===== src/rtl/dispatch_stall_ctrl_pkg.sv =====
// Shared types for the dispatch stall controller: RS class encoding, FSM encoding and a
// saturating-increment helper used by the optional performance counters.
package ctrl_types;

  localparam int NUM_FU = 3;
  localparam int FU_W   = $clog2(NUM_FU);

  typedef enum logic [FU_W-1:0] {
    FU_ALU    = 2'd0,
    FU_MULDIV = 2'd1,
    FU_MEM    = 2'd2
  } fu_class_t;

  typedef logic [0:0] dispatch_state_t;
  localparam dispatch_state_t ST_RUN     = 1'b0;
  localparam dispatch_state_t ST_RECOVER = 1'b1;

  function automatic logic [31:0] sat_inc32(input logic [31:0] v);
    return (v == 32'hFFFF_FFFF) ? v : v + 32'd1;
  endfunction

endpackage


===== src/rtl/dispatch_stall_ctrl_rs_credit.sv =====
// Per-class reservation-station credit counter, plus the checker that guards against
// credits being returned to an RS that is already empty.
module rs_credit_counter #(
  parameter int RS_DEPTH = 8
) (
  input  logic                            clk,
  input  logic                            rst,
  input  logic                            alloc,
  input  logic                            issue,
  input  logic                            reload,
  output logic [$clog2(RS_DEPTH+1)-1:0]   count,
  output logic                            zero
);

  localparam int CW = $clog2(RS_DEPTH + 1);

  // A flush empties the RS, so reload wins over any alloc/issue that cycle.
  always_ff @(posedge clk) begin
    if (rst || reload) begin
      count <= CW'(RS_DEPTH);
    end else begin
      count <= count + CW'(issue) - CW'(alloc);
    end
  end

  assign zero = (count == '0);

  rs_credit_chk #(.RS_DEPTH(RS_DEPTH)) u_chk (
    .clk   (clk),
    .rst   (rst),
    .alloc (alloc),
    .issue (issue),
    .count (count)
  );

endmodule

module rs_credit_chk #(
  parameter int RS_DEPTH = 8
) (
  input logic                          clk,
  input logic                          rst,
  input logic                          alloc,
  input logic                          issue,
  input logic [$clog2(RS_DEPTH+1)-1:0] count
);

  localparam int CW = $clog2(RS_DEPTH + 1);

  a_no_credit_overflow: assert property (@(posedge clk) disable iff (rst)
    !(issue && !alloc && (count == CW'(RS_DEPTH))));

endmodule


===== src/rtl/dispatch_stall_ctrl.sv =====
// Dispatch stall controller: gates IQ pop and holding-register freeze on ROB, PRF and RS credits,
// and sequences post-flush recovery. Optional stall counters: DISPATCH_STALL_PERF_EN.
module dispatch_stall_ctrl
  import ctrl_types::*;
#(
  parameter int NUM_FU     = ctrl_types::NUM_FU,
  parameter int RS_DEPTH   = 8,
  parameter int FLUSH_WAIT = 2
) (
  input  logic                      clk,
  input  logic                      rst,
  input  logic                      flush,
  input  logic                      iq_empty,
  input  logic                      hold_valid,
  input  logic [$clog2(NUM_FU)-1:0] hold_fu,
  input  logic                      hold_has_rd,
  input  logic                      rob_full,
  input  logic                      freelist_empty,
  input  logic [NUM_FU-1:0]         rs_issue,
  output logic                      iq_re,
  output logic                      dis_freeze,
  output logic                      dispatch_fire,
  output logic [NUM_FU-1:0]         rs_alloc,
  output logic                      recover_busy
`ifdef DISPATCH_STALL_PERF_EN
  ,
  output logic [31:0]               perf_stall_rob,
  output logic [31:0]               perf_stall_prf,
  output logic [31:0]               perf_stall_rs
`endif
);

  localparam int FUW = $clog2(NUM_FU);
  localparam int CW  = $clog2(RS_DEPTH + 1);
  localparam int RW  = (FLUSH_WAIT < 1) ? 1 : $clog2(FLUSH_WAIT + 1);

  dispatch_state_t   state_r;
  logic [RW-1:0]     rcnt_r;
  logic [NUM_FU-1:0] hot_s;
  logic [NUM_FU-1:0] zero_s;
  logic [NUM_FU-1:0] issue_s;
  logic [CW-1:0]     credit_s [NUM_FU];
  logic              run_s;
  logic              rob_blk_s;
  logic              prf_blk_s;
  logic              rs_blk_s;
  logic              block_s;

  // Stall decision; a class that decodes to no RS is treated as out of credit.
  always_comb begin
    hot_s = '0;
    for (int i = 0; i < NUM_FU; i++) begin
      hot_s[i] = (hold_fu == FUW'(i));
    end
    run_s         = (state_r == ST_RUN) && !flush;
    rob_blk_s     = hold_valid && rob_full;
    prf_blk_s     = hold_valid && hold_has_rd && freelist_empty;
    rs_blk_s      = hold_valid && ((hot_s == '0) || ((hot_s & zero_s) != '0));
    block_s       = rob_blk_s || prf_blk_s || rs_blk_s;
    iq_re         = run_s && !iq_empty && !block_s;
    dis_freeze    = run_s && block_s;
    dispatch_fire = run_s && hold_valid && !block_s;
    rs_alloc      = dispatch_fire ? hot_s : '0;
    issue_s       = run_s ? rs_issue : '0;
    recover_busy  = (state_r == ST_RECOVER);
  end

  // Recovery sequencing; a flush in any state restarts the wait.
  always_ff @(posedge clk) begin
    if (rst) begin
      state_r <= ST_RUN;
      rcnt_r  <= '0;
    end else if (flush) begin
      if (FLUSH_WAIT == 0) begin
        state_r <= ST_RUN;
        rcnt_r  <= '0;
      end else begin
        state_r <= ST_RECOVER;
        rcnt_r  <= RW'(FLUSH_WAIT);
      end
    end else begin
      case (state_r)
        ST_RECOVER: begin
          if (rcnt_r <= RW'(1)) begin
            state_r <= ST_RUN;
            rcnt_r  <= '0;
          end else begin
            rcnt_r <= rcnt_r - RW'(1);
          end
        end
        ST_RUN: begin
          state_r <= ST_RUN;
          rcnt_r  <= '0;
        end
        default: begin
          state_r <= ST_RUN;
          rcnt_r  <= '0;
        end
      endcase
    end
  end

  for (genvar g = 0; g < NUM_FU; g++) begin : g_rs
    rs_credit_counter #(.RS_DEPTH(RS_DEPTH)) u_cnt (
      .clk    (clk),
      .rst    (rst),
      .alloc  (rs_alloc[g]),
      .issue  (issue_s[g]),
      .reload (flush),
      .count  (credit_s[g]),
      .zero   (zero_s[g])
    );
  end

`ifdef DISPATCH_STALL_PERF_EN
  // Each frozen RUN cycle is charged to the first cause only: ROB, then PRF, then RS.
  always_ff @(posedge clk) begin
    if (rst) begin
      perf_stall_rob <= 32'd0;
      perf_stall_prf <= 32'd0;
      perf_stall_rs  <= 32'd0;
    end else if (dis_freeze) begin
      if (rob_blk_s) begin
        perf_stall_rob <= sat_inc32(perf_stall_rob);
      end else if (prf_blk_s) begin
        perf_stall_prf <= sat_inc32(perf_stall_prf);
      end else begin
        perf_stall_rs <= sat_inc32(perf_stall_rs);
      end
    end
  end
`endif

endmodule


===== config.mk =====
export PLATFORM = sky130hd
export DESIGN_NAME = dispatch_stall_ctrl
export DESIGN_NICKNAME = d
export VERILOG_FILES = /design/src/rtl/dispatch_stall_ctrl_pkg.sv /design/src/rtl/dispatch_stall_ctrl_rs_credit.sv /design/src/rtl/dispatch_stall_ctrl.sv
export SDC_FILE = /design/constraint.sdc
export NUM_CORES = 1
export LEC_CHECK = 0
export BUFFER_PORTS_ARGS = -buffer_cell sky130_fd_sc_hd__buf_2
export CORE_UTILIZATION = 40
export DETAILED_ROUTE_END_ITERATION = 8
export PLACE_DENSITY = 0.72
export SLEW_MARGIN = 30
export SYNTH_ARGS = -nofsm -noshare
export SYNTH_HDL_FRONTEND = slang
export SYNTH_SLANG_ARGS = --single-unit

===== constraint.sdc =====
create_clock -name clk -period 2.4 [get_ports clk]
set_input_delay 0.24 -clock clk [delete_from_list [all_inputs] [get_ports clk]]
set_output_delay 0.24 -clock clk [all_outputs]
set_load 0.005 [all_outputs]

-- Word-level counts from Yosys, hierarchy flattened
Cells that the tools add are included.
- register bits: 15
- logic and storage cells: 50
- output and inout bits: 7
- input bits: 13
- $add $sub $neg: 7
- reductions and logical operators: 24
- equal/unequal tests: 2
- bitwise operators: 2
- $lt $le $gt $ge: 1
- muxes and demuxes: 8
- operator list (kind ; count):
    adder 4 x 1 -> 4 bit ; 3
    zero test 4 bit ; 3
    subtractor 4 x 1 -> 4 bit ; 3
    logical AND 1 bit ; 10
    2-to-1 mux 3 bit ; 2
    logical OR 1 bit ; 4
    2-to-1 mux 2 bit ; 2
    case mux 2 bit (2 select lines) ; 1
    bitwise AND 3 bit ; 1
    zero test 1 bit ; 3
    zero test 3 bit ; 1
    nonzero test 3 bit ; 1
    equality test 2 x 1 -> 1 bit, second input constant ; 1
    equality test 2 bit, second input constant ; 1
    less-or-equal comparator 2 x 1 -> 1 bit, second input constant ; 1
    zero test 2 bit ; 1
    2-to-1 mux 1 bit ; 2
    case mux 1 bit (2 select lines) ; 1
    OR reduction 2 bit ; 1
    subtractor 2 x 1 -> 2 bit, second input constant ; 1
    inverter 1 bit ; 1

-- Longest topological paths before layout
Gate-level depths: netlist (run 1).
- depth in word-level cells: 10
- gate-level depth with buffers: 13
- depth with buffers taken out: 13

-- Modules after synthesis
Synthesis (run 1) repeated with hierarchy kept, for this count alone.
- cell total of the unflattened synthesis: 112
- area total of the unflattened synthesis: 1023.5 sq um
- by module, submodules not included (module ; seq. area each (sq um) ; area each (sq um) ; times used ; cells an instance):
    rs_credit_counter ; 80.1 ; 264.0 ; 3 ; 27
    dispatch_stall_ctrl ; 60.1 ; 231.5 ; 1 ; 31

-- Least setup slack after synthesis (run 1)
No wires, ideal clock.
- path kind: register to register
- start: register g_rs[2].u_cnt.count[2]
- end: register g_rs[1].u_cnt.count[2]
- buffers on the path: 0
- setup time: 0.123 ns
- required time: 2.277 ns
- stages on the path, launching flop included: 14
- data arrival time: 2.293 ns
- clock period less this slack: 2.416 ns
- setup slack: -0.016 ns
- cells stage by stage: dfxtp_1 > inv_1 > ha_1 > nor3b_1 > o21ai_1 > nand4b_1 > nor3b_1 > ha_1 > inv_1 > ha_1 > inv_1 > fa_1 > xor2_1 > nor2_1
- cells in the longest elaborated chain, start to end: 10
- ends and longest elaborated chain (element ; RTL line ; source):
    from (decl) ; dispatch_stall_ctrl_rs_credit.sv:11 ; output logic [$clog2(RS_DEPTH+1)-1:0] count,
    from (signal assigned) ; dispatch_stall_ctrl_rs_credit.sv:20 ; count <= CW'(RS_DEPTH);
    from (signal assigned) ; dispatch_stall_ctrl_rs_credit.sv:22 ; count <= count + CW'(issue) - CW'(alloc);
    zero test 4 bit ; dispatch_stall_ctrl_rs_credit.sv:26 ; assign zero = (count == '0);
    bitwise AND 3 bit ; dispatch_stall_ctrl.sv:58 ; rs_blk_s = hold_valid && ((hot_s == '0) || ((hot_s & zero_s) != '0));
    nonzero test 3 bit ; dispatch_stall_ctrl.sv:58 ;
    logical OR 1 bit ; dispatch_stall_ctrl.sv:58 ;
    logical AND 1 bit ; dispatch_stall_ctrl.sv:58 ;
    logical OR 1 bit ; dispatch_stall_ctrl.sv:59 ; block_s = rob_blk_s || prf_blk_s || rs_blk_s;
    zero test 1 bit ; dispatch_stall_ctrl.sv:62 ; dispatch_fire = run_s && hold_valid && !block_s;
    logical AND 1 bit ; dispatch_stall_ctrl.sv:62 ;
    2-to-1 mux 3 bit ; dispatch_stall_ctrl.sv:63 ; rs_alloc = dispatch_fire ? hot_s : '0;
    net g_rs[1].u_cnt.alloc ; dispatch_stall_ctrl_rs_credit.sv:8 ; input logic alloc,
    subtractor 4 x 1 -> 4 bit ; dispatch_stall_ctrl_rs_credit.sv:22 ;
    to (signal assigned) ; dispatch_stall_ctrl_rs_credit.sv:20 ;
    to (signal assigned) ; dispatch_stall_ctrl_rs_credit.sv:22 ;
    to (decl) ; dispatch_stall_ctrl_rs_credit.sv:11 ;
The timed path passes the listed nets, and every way through them passes these cells.
A chain may end at the register's enable or synchronous reset.

-- Worst setup path after layout (run 1)
- start: register g_rs[2].u_cnt.count[2]
- end: register g_rs[2].u_cnt.count[2]
- cells in the longest elaborated chain, start to end: 10
- elaborated cells between the ends (all ways): 11
- classes of those cells: 2 x add/sub; 1 x mux; 1 x bitwise; 7 x reduce/logical
- ends and longest elaborated chain (element ; RTL line):
    zero test 4 bit ; dispatch_stall_ctrl_rs_credit.sv:26
    bitwise AND 3 bit ; dispatch_stall_ctrl.sv:58
    nonzero test 3 bit ; dispatch_stall_ctrl.sv:58
    logical OR 1 bit ; dispatch_stall_ctrl.sv:58
    logical AND 1 bit ; dispatch_stall_ctrl.sv:58
    logical OR 1 bit ; dispatch_stall_ctrl.sv:59
    zero test 1 bit ; dispatch_stall_ctrl.sv:62
    logical AND 1 bit ; dispatch_stall_ctrl.sv:62
    2-to-1 mux 3 bit ; dispatch_stall_ctrl.sv:63
    subtractor 4 x 1 -> 4 bit (*) ; dispatch_stall_ctrl_rs_credit.sv:22
Mark *: on every way between the ends. The rest lies on a longest branch, timed or not.

==> results of run 1 <==
[layout make-up]
type / instances / area (um2) / share of cell area, %
multi-input cells: 67 / 729 / 47.8
flip-flops and latches: 15 / 303 / 19.8
inverters: 22 / 87.6 / 5.74
well taps: 28 / 35.0 / 2.30
clock buffers: 4 / 26.3 / 1.72
repair buffers: 49 / 345 / 22.6
[metrics by stage]
| step | instances | worst slack [ns] | hold WS [ns] | cell area, um2 |
|---|---|---|---|---|
| floorplan | 108 | -0.0158 | 0.324 | 962 |
| global placement | 168 | -0.172 | 0.411 | 1190 |
| detailed placement | 168 | -0.311 | 0.413 | 1190 |
| CTS | 183 | -0.186 | 0.136 | 1410 |
| global route | 185 | -0.344 | 0.132 | 1530 |
| finish | 185 | -0.214 | 0.154 | 1530 |
[worst reg2reg max path, stage by stage (launching register included)]
cell      delay (ns)
dfxtp_2         0.34
inv_2           0.05
ha_4            0.14
nor3b_4         0.14
o21ai_2         0.15
nand4b_1        0.20
nor3b_2         0.31
ha_2            0.34
inv_2           0.07
ha_4            0.13
inv_2           0.03
fa_2            0.33
xor2_1          0.19
nor2_1          0.08
[cell usage after synthesis]
cell type / n
nor4_1: 1
a2111oi_2: 1
ha_1: 15
nor3b_1: 3
o21a_1: 1
nor2_1: 9
a31oi_1: 1
a21o_1: 4
buf_4: 3
fa_1: 3
inv_1: 22
nand2_1: 6
clkbuf_1: 1
nand4b_1: 1
and2_1: 6
a21oi_1: 4
or2_1: 1
o21ai_1: 1
nand3_1: 1
xor2_1: 3
dfxtp_1: 15
xnor2_1: 3
a41oi_2: 1
nor3_1: 2
[flip-flops by register name (all words and copies together), names as in the netlist]
register	count
recover_busy	1
g_rs.u_cnt.count	12
rcnt_r	2
[path summary, 6_finish.rpt]
check / from / end
hold / removal: rst / recover_busy$_SDFF_PP0_
setup reg to reg: g_rs[2].u_cnt.count[2]$_SDFF_PP0_ / g_rs[2].u_cnt.count[2]$_SDFF_PP0_
hold reg to reg: rcnt_r[0]$_SDFF_PP0_ / rcnt_r[0]$_SDFF_PP0_
setup / recovery: g_rs[2].u_cnt.count[2]$_SDFF_PP0_ / g_rs[2].u_cnt.count[2]$_SDFF_PP0_
[where the power goes]
group	total (W)	switching [W]	leakage (nW)	internal (W)
combinational	0.000107	0.0000523	0.549	0.0000551
sequential	0.000258	0.00000327	0.122	0.000255
clock	0.000147	0.0000829	0.0150	0.0000645
total	0.000513	0.000138	0.686	0.000374
[repair_timing]
item / in CTS / in global routing
setup endpoints to repair: 9 / 13
hold endpoints to repair: 0 / 0
resized for setup: 29 / 24
buffers inserted: 11 / 6
pin swaps: 21 / 23
[cells by family after synthesis]
| group | count (synthesis) | synth area share (%) |
|---|---|---|
| buffers and inverters | 26 | 11.3 |
| AOI/OAI and AO/OA | 13 | 10.4 |
| xor gates and xnor gates | 6 | 5.46 |
| DFF | 15 | 31.2 |
| and+or+nand+nor | 30 | 15.9 |
| adders and majority gates | 18 | 25.7 |
[metal layers]
metal	track usage (%)	up-vias	wire length, um
met5	0	-	0
met4	8.33	0	59
met3	1.79	7	69
met2	38.6	19	1510
met1	20.7	417	976
li1	-	445	-
==> metrics.cfg, run 1 <==
[die]
num_rows = 17
initial_core_util_pct = 43.1
die-area_um2 = 2610
die_w_um = 51.0
placeableCoreArea_um2 = 2230
num_io_pins = 20
die_y_um = 51.0

[route]
drtPass1Iterations = 4
viasPerCell = 4.80
dr.first_iter.drc_count = 14
post_drt_wl_per_cell_um = 14.2
ant_nets = 0
drc_errors = 0
routed_wl_mm = 2.62
via_count = 888

[setup_path]
crit_slowest_cell = dfxtp_2
arrival_ns = 2.78
cp-end-kind = register
cp_common_cell = inv_2
r2r_slack_ns = -0.21
reg2regPathDepth = 13
cp_top_family = adder cells
path_depth = 13
crit_chain = inv_2 > ha_4 > nor3b_4 > o21ai_2 > nand4b_1 > nor3b_2 > ha_2 > inv_2 > ha_4 > inv_2 > fa_2 > xor2_1 > nor2_1
start_kind = register
cp_data_required_time_ns = 2.56
crit_fanout = 2
critPathBufInv = 3
cpPeakStageDelay_ns = 0.34
critPathKind = reg -> reg

[cells_and_area]
synthToLayoutAreaGrowth_pct = 58.6
final_layout_size_suffix_gt1_share_pct = 54.8
fillers = 173
layout_commonest_cell = buf_4
fin_nets = 189
final_util_pct = 68.3
final_cell_mix = buf_4, buf_2, dfxtp_1
antenna_cells = 0

[clocking]
path_clk_slew_ns = 0.09
cts_tree = done
cts_root_buf = clkbuf_4
clockBufferDepth = 2
ctsHoldBuffers = 0
numCtsBuffers = 3
worstSkewPairLatency_ns = 0.28
cts_sinks = 15
htree_levels = 1

[grt]
grt_pass1_vias = 891
overflow = 0
grt_pass1_wl_mm = 3.67
grt_use_total_pct = 19.6
antenna_found_initial = 0
grt_max_degree = 9

[synth]
yosys_warnings = 0
synthTopCellsByArea = dfxtp_1, ha_1, inv_1
syn-cell-area_um2 = 962
synth_nets = 139
ys_ff_latch = 15
synth_cell_type_count = 24
yosys.area.top_type = dfxtp_1
yosysSeqAreaShare_pct = 31.2
avgSynthCellArea_um2 = 8.91
syn_inst = 108
synth_top_area_share_pct = 31.2

[hold_path]
hp-class = in -> reg
worst_hold_path.num_cells = 2

[pwr]
ir_drop_v = 0.000357
powerDensity_nw_per_um2 = 336
p_leak_nw = 0.686
finalPower_w = 0.000513

[timing]
fmax_mhz = 383
finalHoldViolCount = 0
min_period_over_period_pct = 109
slew_headroom_pct = 68.5
layout_setup_ws_ns = -0.214
rsz0062_at_grt = yes
finalCriticalPeriod_ns = 2.61
final-setup-viol-count = 9
skew_ns = 0.00622
worst_pin_slew_ns = 0.471
setup_tns_ns = -0.942
slew_violations = 0

[place]
dp_hpwl_mm = 1.54
port_buffers = 19
gp_congestion = 0.728

[status]
run_status = finished, violations left
violations = negative setup slack

[job]
maxCapViolations = 0

Power figures use the tool's default switching activity.
==> run 2, diff against run 1 <==
- PLACE_DENSITY: 0.72 -> not set
- PLACE_DENSITY_LB_ADDON: not set -> 0.12
- SETUP_SLACK_MARGIN: not set -> 0.5
- SYNTH_HIERARCHICAL: not set -> 1
==> metrics.cfg, run 2 <==
[setup_path]
path_depth = 12
cp-end-kind = register
crit_fanout = 2
crit_slowest_cell = or3b_4
cp_data_required_time_ns = 2.60
cp_common_cell = inv_2
reg2regPathDepth = 12
arrival_ns = 2.63
cp_top_family = adder cells
cpPeakStageDelay_ns = 0.40
critPathKind = reg -> reg
start_kind = register
crit_chain = inv_2 > ha_2 > and3_4 > or3b_4 > nor3_4 > ha_1 > inv_2 > ha_4 > inv_2 > fa_2 > xor2_1 > nor3_1
critPathBufInv = 3

[route]
viasPerCell = 5.15
drtPass1Iterations = 4
dr.first_iter.drc_count = 6
routed_wl_mm = 2.32
drc_errors = 0
ant_nets = 0
post_drt_wl_per_cell_um = 12.7
via_count = 943

[timing]
fmax_mhz = 412
finalHoldViolCount = 0
worst_pin_slew_ns = 0.384
layout_setup_ws_ns = -0.0271
min_period_over_period_pct = 101
skew_ns = 0.00100
final-setup-viol-count = 3
slew_headroom_pct = 74.4
rsz0062_at_grt = yes
slew_violations = 0
finalCriticalPeriod_ns = 2.43

[synth]
avgSynthCellArea_um2 = 9.14
postSynth.asyncResetShare_pct = 0
synthFlopType = dfxtp_1
yosysMostFrequentCell = inv_1
synthAdderAreaFrac_pct = 24.2
synth_compound_area_share_pct = 16.0
synthSimpleGateAreaFrac_pct = 19.8
synth_top_family_by_area = adder cells
synth_nets = 143
synth-xor-area-share_pct = 2.57
yosys_warnings = 6
synthTopCellsByArea = dfxtp_1, ha_1, inv_1
yosys.area.top_type = dfxtp_1
syn-cell-area_um2 = 1020
synth_common_cells = inv_1, dfxtp_1, ha_1, nor3_1, nor3b_1
synth.area.mux_share_pct = 0
ys_ff_latch = 15
synth_cell_type_count = 27
synth_top_area_share_pct = 29.3
synth-edff-count = 0
yosysSeqAreaShare_pct = 29.3
syn_inst = 112

[grt]
grt_max_degree = 20
grt_pass1_vias = 906
grt_pass1_wl_mm = 3.91
grt_use_total_pct = 19.8
overflow = 0
antenna_found_initial = 0

[place]
dp.cells = 168
port_buffers = 19
dp_hpwl_mm = 1.76
gp_congestion = 0.745

[die]
num_rows = 17
num_io_pins = 20
die-area_um2 = 2770
initial_core_util_pct = 44.1
die_y_um = 52.6
placeableCoreArea_um2 = 2320
die_w_um = 52.6

[cells_and_area]
regMostFlops = g_rs.u_cnt/count
antenna_cells = 0
synthToLayoutAreaGrowth_pct = 49.5
instances_no_fill = 183
final_cell_mix = buf_4, buf_2, inv_1, inv_2, dfxtp_1
final_util_pct = 66.0
final_layout_size_suffix_gt1_share_pct = 56.8
fin_nets = 187
largest_register_ffs = 12
fillers = 190

[pwr]
powerDensity_nw_per_um2 = 342
ir_drop_v = 0.000385
p_leak_nw = 0.642
finalPower_w = 0.000524

[hold_path]
worst_hold_path.num_cells = 2
hp-class = in -> reg

[clocking]
worstSkewPairLatency_ns = 0.28
clockBufferDepth = 2
cts_sinks = 15
path_clk_slew_ns = 0.09
cts_tree = done
htree_levels = 1
numCtsBuffers = 3
cts_root_buf = clkbuf_4

[status]
violations = negative setup slack
run_status = finished, violations left

[job]
maxCapViolations = 0

[run 2: final cells by class]
cell class | count | area (um2) | share of cell area, %
Clock buffer | 4 | 26.3 | 1.72
Inverter | 22 | 82.6 | 5.40
Multi-Input combinational cell | 75 | 811 | 53.0
Sequential cell | 15 | 307 | 20.0
Tap cell | 28 | 35.0 | 2.29
Timing Repair Buffer | 39 | 269 | 17.6
[run 2: cell families (layout without fill, tap and decap cells)]
group,count (synthesis),after routing
and+or+nand+nor,34,34
xor gates and xnor gates,3,3
DFF,15,15
AOI/OAI and AO/OA,20,20
buffers and inverters,22,65
adders and majority gates,18,18
[run 2: worst paths after layout]
check	startpoint	to	slack (ns)
setup reg to reg	g_rs[2].u_cnt/count[2]$_SDFF_PP0_	g_rs[2].u_cnt/count[2]$_SDFF_PP0_	-0.03
hold / removal	rst	g_rs[0].u_cnt/count[0]$_SDFF_PP0_	0.40
hold reg to reg	rcnt_r[0]$_SDFF_PP0_	rcnt_r[0]$_SDFF_PP0_	0.43
setup / recovery	g_rs[2].u_cnt/count[2]$_SDFF_PP0_	g_rs[2].u_cnt/count[2]$_SDFF_PP0_	-0.03
[run 2: where the power goes]
group | internal (W) | switching [W]
registers | 0.000255 | 0.00000360
clock network | 0.0000645 | 0.0000836
logic | 0.0000561 | 0.0000605
total | 0.000376 | 0.000148
[run 2: stage by stage]
stage | setup WS [ns] | area, um2 | hold slack, ns | TNS [ns]
6_report | -0.0271 | 1530 | 0.402 | -0.0570
5_1_grt | -0.128 | 1530 | 0.428 | -0.583
2_1_floorplan | 0.0375 | 1110 | 0.309 | 0
4_1_cts | -0.0284 | 1430 | 0.390 | -0.0602
3_5_place_dp | -0.105 | 1310 | 0.427 | -0.198
3_3_place_gp | -0.0360 | 1310 | 0.404 | -0.0492
[run 2: metal layers]
layer,share of wire (%),wire (um),up-vias,global-route usage (%)
li1,-,-,480,-
met1,46,1060,440,25.2
met2,49,1150,21,33.5
met3,4.2,97,2,3.48
met4,0.73,17,0,6.58
met5,0,0,-,0
[run 2: timing repair]
item	CTS	global route
gates cloned	0	0
gates resized for setup	17	12
pin swaps	10	3
hold buffers	0	0
setup endpoints to repair	17	17
setup buffers	4	7
